[src/rtl/pc_seq_ctrl.sv]
// pc_seq_ctrl - multi-cycle fetch / PC sequencer for the MIPS-Lite3 datapath.
//
// Owns the architectural PC and the instruction register, runs the
// instruction-memory fetch handshake, classifies each instruction into the
// next-PC select, and commits the next-PC unit's result once execution is done.
//
// One instruction walks FETCH -> WAIT -> DECODE -> EXEC -> UPDATE -> FETCH.
//
// Ports:
//   clk          rising-edge clock
//   rst_n        asynchronous active-low reset
//   imem_req     fetch request, high for the whole WAIT residency
//   imem_addr    fetch word address (always equals pc)
//   imem_ack     memory response strobe, only honoured in WAIT
//   imem_rdata   fetched instruction
//   ir           instruction register, stable from DECODE through UPDATE
//   pc           current PC word address [31:2]
//   npc_sel      next-PC select: 00 seq, 01 beq, 10 j/jal, 11 jr
//   npc_in       next-PC word address from the next-PC unit
//   ex_start     one-cycle pulse starting datapath execution
//   ex_done      execution finished, sampled only in EXEC
//   hold         external stall, blocks the PC commit in UPDATE
//   pc_we        high in the cycle PC is written
//   retired      committed-instruction count, wraps modulo 2^CNT_W
//   state_o      current FSM state for debug
module pc_seq_ctrl #(
    parameter logic [31:0] RESET_PC = 32'h0000_3000,
    parameter int          CNT_W    = 32
) (
    input  logic             clk,
    input  logic             rst_n,
    output logic             imem_req,
    output logic [29:0]      imem_addr,
    input  logic             imem_ack,
    input  logic [31:0]      imem_rdata,
    output logic [31:0]      ir,
    output logic [29:0]      pc,
    output logic [1:0]       npc_sel,
    input  logic [29:0]      npc_in,
    output logic             ex_start,
    input  logic             ex_done,
    input  logic             hold,
    output logic             pc_we,
    output logic [CNT_W-1:0] retired,
    output logic [2:0]       state_o
);

    typedef enum logic [2:0] {
        S_FETCH  = 3'd0,
        S_WAIT   = 3'd1,
        S_DECODE = 3'd2,
        S_EXEC   = 3'd3,
        S_UPDATE = 3'd4
    } state_t;

    state_t state;
    state_t state_nxt;
    logic   commit;

    localparam logic [CNT_W-1:0] CNT_ONE = {{(CNT_W-1){1'b0}}, 1'b1};

    // Branch/jump class of an instruction -> next-PC select.
    function automatic logic [1:0] decode_npc_sel(input logic [31:0] instr);
        logic [1:0] sel;
        sel = 2'b00;
        case (instr[31:26])
            6'b000100: sel = 2'b01;
            6'b000010,
            6'b000011: sel = 2'b10;
            6'b000000: if (instr[5:0] == 6'b001000) sel = 2'b11;
            default:   sel = 2'b00;
        endcase
        return sel;
    endfunction

    // Next-state logic; unused encodings fall back to FETCH.
    always_comb begin
        state_nxt = state;
        case (state)
            S_FETCH:  state_nxt = S_WAIT;
            S_WAIT:   if (imem_ack) state_nxt = S_DECODE;
            S_DECODE: state_nxt = S_EXEC;
            S_EXEC:   if (ex_done) state_nxt = S_UPDATE;
            S_UPDATE: if (!hold) state_nxt = S_FETCH;
            default:  state_nxt = S_FETCH;
        endcase
    end

    // The commit strobe is combinational so pc_we lines up with the PC write edge.
    assign commit    = (state == S_UPDATE) && !hold;
    assign pc_we     = commit;
    assign imem_addr = pc;
    assign state_o   = state;

    always_ff @(posedge clk or negedge rst_n) begin
        if (!rst_n) begin
            state    <= S_FETCH;
            imem_req <= 1'b0;
            ex_start <= 1'b0;
            ir       <= 32'h0;
            npc_sel  <= 2'b00;
            pc       <= RESET_PC[31:2];
            retired  <= '0;
        end else begin
            state    <= state_nxt;
            // Request is high exactly while the FSM sits in WAIT.
            imem_req <= (state_nxt == S_WAIT);
            // Pulse lands in the first EXEC cycle.
            ex_start <= (state == S_DECODE);
            if ((state == S_WAIT) && imem_ack) begin
                ir <= imem_rdata;
            end
            if (state == S_DECODE) begin
                npc_sel <= decode_npc_sel(ir);
            end
            if (commit) begin
                pc      <= npc_in;
                retired <= retired + CNT_ONE;
            end
        end
    end

endmodule

[config.mk]
export PLATFORM = sky130hd
export DESIGN_NAME = pc_seq_ctrl
export DESIGN_NICKNAME = d
export VERILOG_FILES = /design/src/rtl/pc_seq_ctrl.sv
export SDC_FILE = /design/constraint.sdc
export NUM_CORES = 1
export LEC_CHECK = 0
export CAP_MARGIN = 15
export CORE_MARGIN = 2
export CORE_UTILIZATION = 37
export DETAILED_ROUTE_END_ITERATION = 12
export PLACE_DENSITY = 0.83
export SLEW_MARGIN = 20
export SYNTH_ARGS = -nofsm -noshare
export SYNTH_HDL_FRONTEND = slang
export SYNTH_SLANG_ARGS = --single-unit
[constraint.sdc]
create_clock -name clk -period 1.8 [get_ports clk]
set_input_delay 0.36 -clock clk [delete_from_list [all_inputs] [get_ports clk]]
set_output_delay 0.36 -clock clk [all_outputs]
set_load 0.05 [all_outputs]
# Yosys cells after proc, flatten, opt, wreduce, memory -nomap -nowiden
# Cells that the tools add are included.
# word_totals
ff_bits	101
inputBits	67
out_inout_bits	132
# classes
addsub	1
eq_ne	9
mux	6
reduce_logical	6
# ops
op	count
$add A32 B1 Y32 const B	1
$pmux W3 S5	1
$eq A6 B2 Y1 const B	2
$mux W3	3
$eq A3 B1 Y1 const B	2
$eq A3 B2 Y1 const B	2
$eq A6 B3 Y1 const B	1
$eq A6 B4 Y1 const B	1
$logic_not A6 Y1	1
$pmux W2 S3	1
$eq A3 B3 Y1 const B	1
$logic_not A3 Y1	1
$logic_and A1 B1 Y1	2
$mux W2	1
$reduce_or A2 Y1	1
$logic_not A1 Y1	1

# Depth between registers and ports, before layout
# Gate-level depths: netlist (run 1).
# logic_depth
depth_word	3
mapped_depth	6

# Worst setup path before layout (run 1)
# No wires, ideal clock.
# synth_path
kind	register -> register
from	reg state[2] (netlist: state_o[2])
to	reg pc[23] (netlist: imem_addr[23])
setup_time_ns	0.125
arrival_time_ns	2.041
path_slack_ns	-0.366
path_stages_with_launch	6
path_buffers	3
cell_sequence	dfrtp_1 -> buf_2 -> nor4b_4 -> buf_4 -> buf_2 -> mux2_2
# synth_via
elab_chain_len	2
# synth_rtl
item	line	source
from (decl)	56	state_t state;
from (signal assigned)	105	state <= state_nxt;
$eq A3 B3 Y1	90	assign commit = (state == S_UPDATE) && !hold;
$logic_and A1 B1 Y1	90	
named net pc_we	43	output logic pc_we,
to (signal assigned)	102	pc <= RESET_PC[31:2];
to (signal assigned)	117	pc <= npc_in;
to (decl)	37	output logic [29:0] pc,
# The timed path passes the listed nets, and every way through them passes these cells.
# A chain may end at the register's enable or synchronous reset.

# Worst setup path in the final report (run 1)
# layout_path
from	reg state[0] (netlist: state_o[0])
to	out pc_we
# layout_via
elab_chain_len	2
# layout_rtl
item	line
$eq A3 B3 Y1	90
$logic_and A1 B1 Y1	90
to (decl)	43
# Every way passes these cells.

==> results by group, run 1 <==
Run status
  • Status: complete, but fails checks
  • Failing checks: negative hold slack

Clocking
  • Hold-fix buffers, CTS: 0
  • Htree depth: 3
  • Clk slew on worst S/H paths: 70 ps
  • Max Buffers Root-to-Sink: 2
  • Clock root cell: clkbuf_16
  • CTS Buf Count: 9
  • Worst-skew pair later-pin latency: 340 ps
  • CTS Sinks: 101
  • CTS tree: built

Worst setup path
  • Startpoint Class: register
  • Flop2flop setup slack: 50 ps
  • Critical path type: register to output port
  • Crit-path max FO: 2
  • Critical Path RT: 1440 ps
  • CP endpoint kind: output port
  • Critical path arrival: 1430 ps

Finish
  • Share of layout cells above drive strength 1: 0.5089
  • Antenna diode count: 0
  • Net count reported at finish: 570
  • Area Overhead vs Synth: 49.81%
  • Final Util: 0.5676

STA
  • Fin. Hold Viols: 9
  • Min Tclk post-route: 1786 ps
  • Hold_ws: -9.664 ps
  • Worst Skew: 8.661 ps
  • Max Slew Vio Count: 0
  • Final setup vio count: 0
  • Unrepaired setup endpoints after global routing: true
  • Max frequency: 559.9 MHz
  • Worst-Margin Slew: 303.6 ps
  • Final Cycle Share: 0.9923
  • Slew headroom: 0.7976

Worst hold path
  • Hold crit path type: input port to async pin

Pwr
  • Pwr Density: 1851 nW/um2
  • Total Power: 0.01195 W
  • Leakage Power: 3.040 nW
  • Maximum vdd drop: 0.001240 V

Yosys
  • Leading area contributor after synthesis: dfrtp_1
  • Post-Syn Area per Cell: 13.59 um2
  • Post-synth top area share: 0.5751
  • Flops & latches, synth: 101
  • Yosys cell types: 34
  • Synth warnings: 0
  • Most common cell in the netlist: dfrtp_1
  • Async SR Flop Fraction: 1.000
  • Top post-synthesis cells by area: dfrtp_1 (58%), mux2_2 (16%), buf_4 (5.4%)
  • Gate Count Post-Synth: 317
  • Register area share after synthesis: 0.5873
  • Syn_nets: 385
  • Commonest cells in the netlist: dfrtp_1 (99), mux2_2 (63), buf_4 (31)
  • Top_reg_cell synth: dfrtp_1
  • Number of flops mapped to enable cells by yosys: 0
  • Area of the mapped netlist: 4308 um2

Global routing
  • Initial antenna violation count: 0
  • First-pass GRT wire length: 16.61 mm
  • Vias in the first global route: 3303
  • Total grt overflow: 0
  • Largest net degree at the start of global routing: 53
  • GRT Total Usage: 0.1642

Floorplanning
  • Die Span Y: 111.9 um
  • Die X: 111.9 um
  • Die ar.: 12520 um2
  • Area of the core: 11370 um2
  • # IOs: 199
  • Std cell rows: 39
  • Starting Density: 0.3789

Run
  • Max_cap viols: 0

Drt
  • Via Count: 3113
  • Antenna viol nets, final: 0
  • DRC: 0
  • Via-to-Cell Ratio: 4.789
  • Drt wl/cell: 15.52 um
  • DRT Pass-1 Iters: 4
  • 1st-iter DRT viols: 138
  • Routed WL: 10.09 mm

Placed design
  • Port Buf Inserts: 198
  • Detailed Place HPWL: 7.660 mm
  • Final Wtd Congestion: 0.7892
[final cells by class]
class,instances,area [um2]
repair buffers,216,1907
inverters,2,7.507
flip-flops and latches,101,2544
multi-input cells,172,1531
well taps,143,178.9
clock inverters,7,60.06
clock buffers,9,225.2
fillers,956,4916
[metal layers]
layer / track usage / part of all wire
met3: 0.05063 / 0.083
met5: 0 / 0
met2: 0.2743 / 0.50
met1: 0.1977 / 0.40
met4: 0.06831 / 0.023
[worst paths after layout]
check,startpoint,depth (start not counted),to
min in group clk,retired[7]$_DFFE_PN0P_,1,retired[7]$_DFFE_PN0P_
min,rst_n,2,retired[29]$_DFFE_PN0P_
max reg2reg,state_o[0]$_DFF_PN0_,6,imem_addr[21]$_DFFE_PN0P_
min reg2reg,retired[7]$_DFFE_PN0P_,1,retired[7]$_DFFE_PN0P_
max in group asynchronous,rst_n,2,imem_addr[11]$_DFFE_PN1P_
max,state_o[0]$_DFF_PN0_,4,pc_we
[registers in the layout (all words and copies together) (netlist names)]
| register | count |
|---|---|
| ex_start | 1 |
| retired | 32 |
| imem_addr | 30 |
| imem_req | 1 |
| npc_sel | 2 |
| ir | 32 |
| state_o | 3 |
[placed cells by master (no fill, tap or decap), types with 7 or more instances in the layout]
cell type        count
and3_1               9
buf_12               9
buf_4              140
clkbuf_16            9
clkdlybuf4s50_1     64
dfrtp_1             88
dfrtp_2             11
mux2_2              62
nand2_1             17
nand3_1             11
nand4_1              8
xnor2_1             22
xor2_1               7
[kinds of logic (layout without fill, tap and decap cells)]
family | count (synthesis) | count (layout) | synth area share
compound gates | 8 | 8 | 0.01481
xor+xnor | 31 | 31 | 0.06303
buf+inv | 44 | 234 | 0.07116
simple gates | 69 | 69 | 0.09614
fa+ha+maj | 1 | 1 | 0.002904
mux | 63 | 63 | 0.1647
flops | 101 | 101 | 0.5873
[power breakdown]
part	internal [W]	total [W]	switching, W
Sequential	0.00299	0.00352	0.000529
Combinational	0.00221	0.00657	0.00436
Clock	0.000957	0.00185	0.000893
Total	0.00616	0.0119	0.00578
[repair_timing]
| item | in CTS | in global routing |
|---|---|---|
| buffers inserted | 3 | 2 |
| setup endpoints to repair | 4 | 22 |
| pin swaps | 1 | 8 |
| resized for setup | 6 | 8 |
| endpoints found under the hold margin | 0 | 0 |
[through the flow]
step | instance area, um2 | std cells | setup TNS, ps | setup WS (ps)
after CTS | 6400 | 648 | -4.435 | -4.435
after global routing | 6454 | 650 | -237.2 | -39.77
after detailed placement | 6067 | 629 | -17180 | -380.6
after floorplan | 4345 | 317 | -46.09 | -23.52
after global placement | 6067 | 629 | -12780 | -304.3
final | 6454 | 650 | 0 | 13.83
[worst max-delay path, cell delays in order (launching register included)]
cell     delay, ps
dfrtp_2        430
nor4b_4        270
buf_4          170
buf_8          100
buf_12         120
No activity file was read; power rests on OpenSTA's default activity.
==> run 2, diff against run 1 <==
CAP_MARGIN = 25   (was 15)
==> results of run 2 <==
Final layout, timing and power as in run 1 (identical DEF).
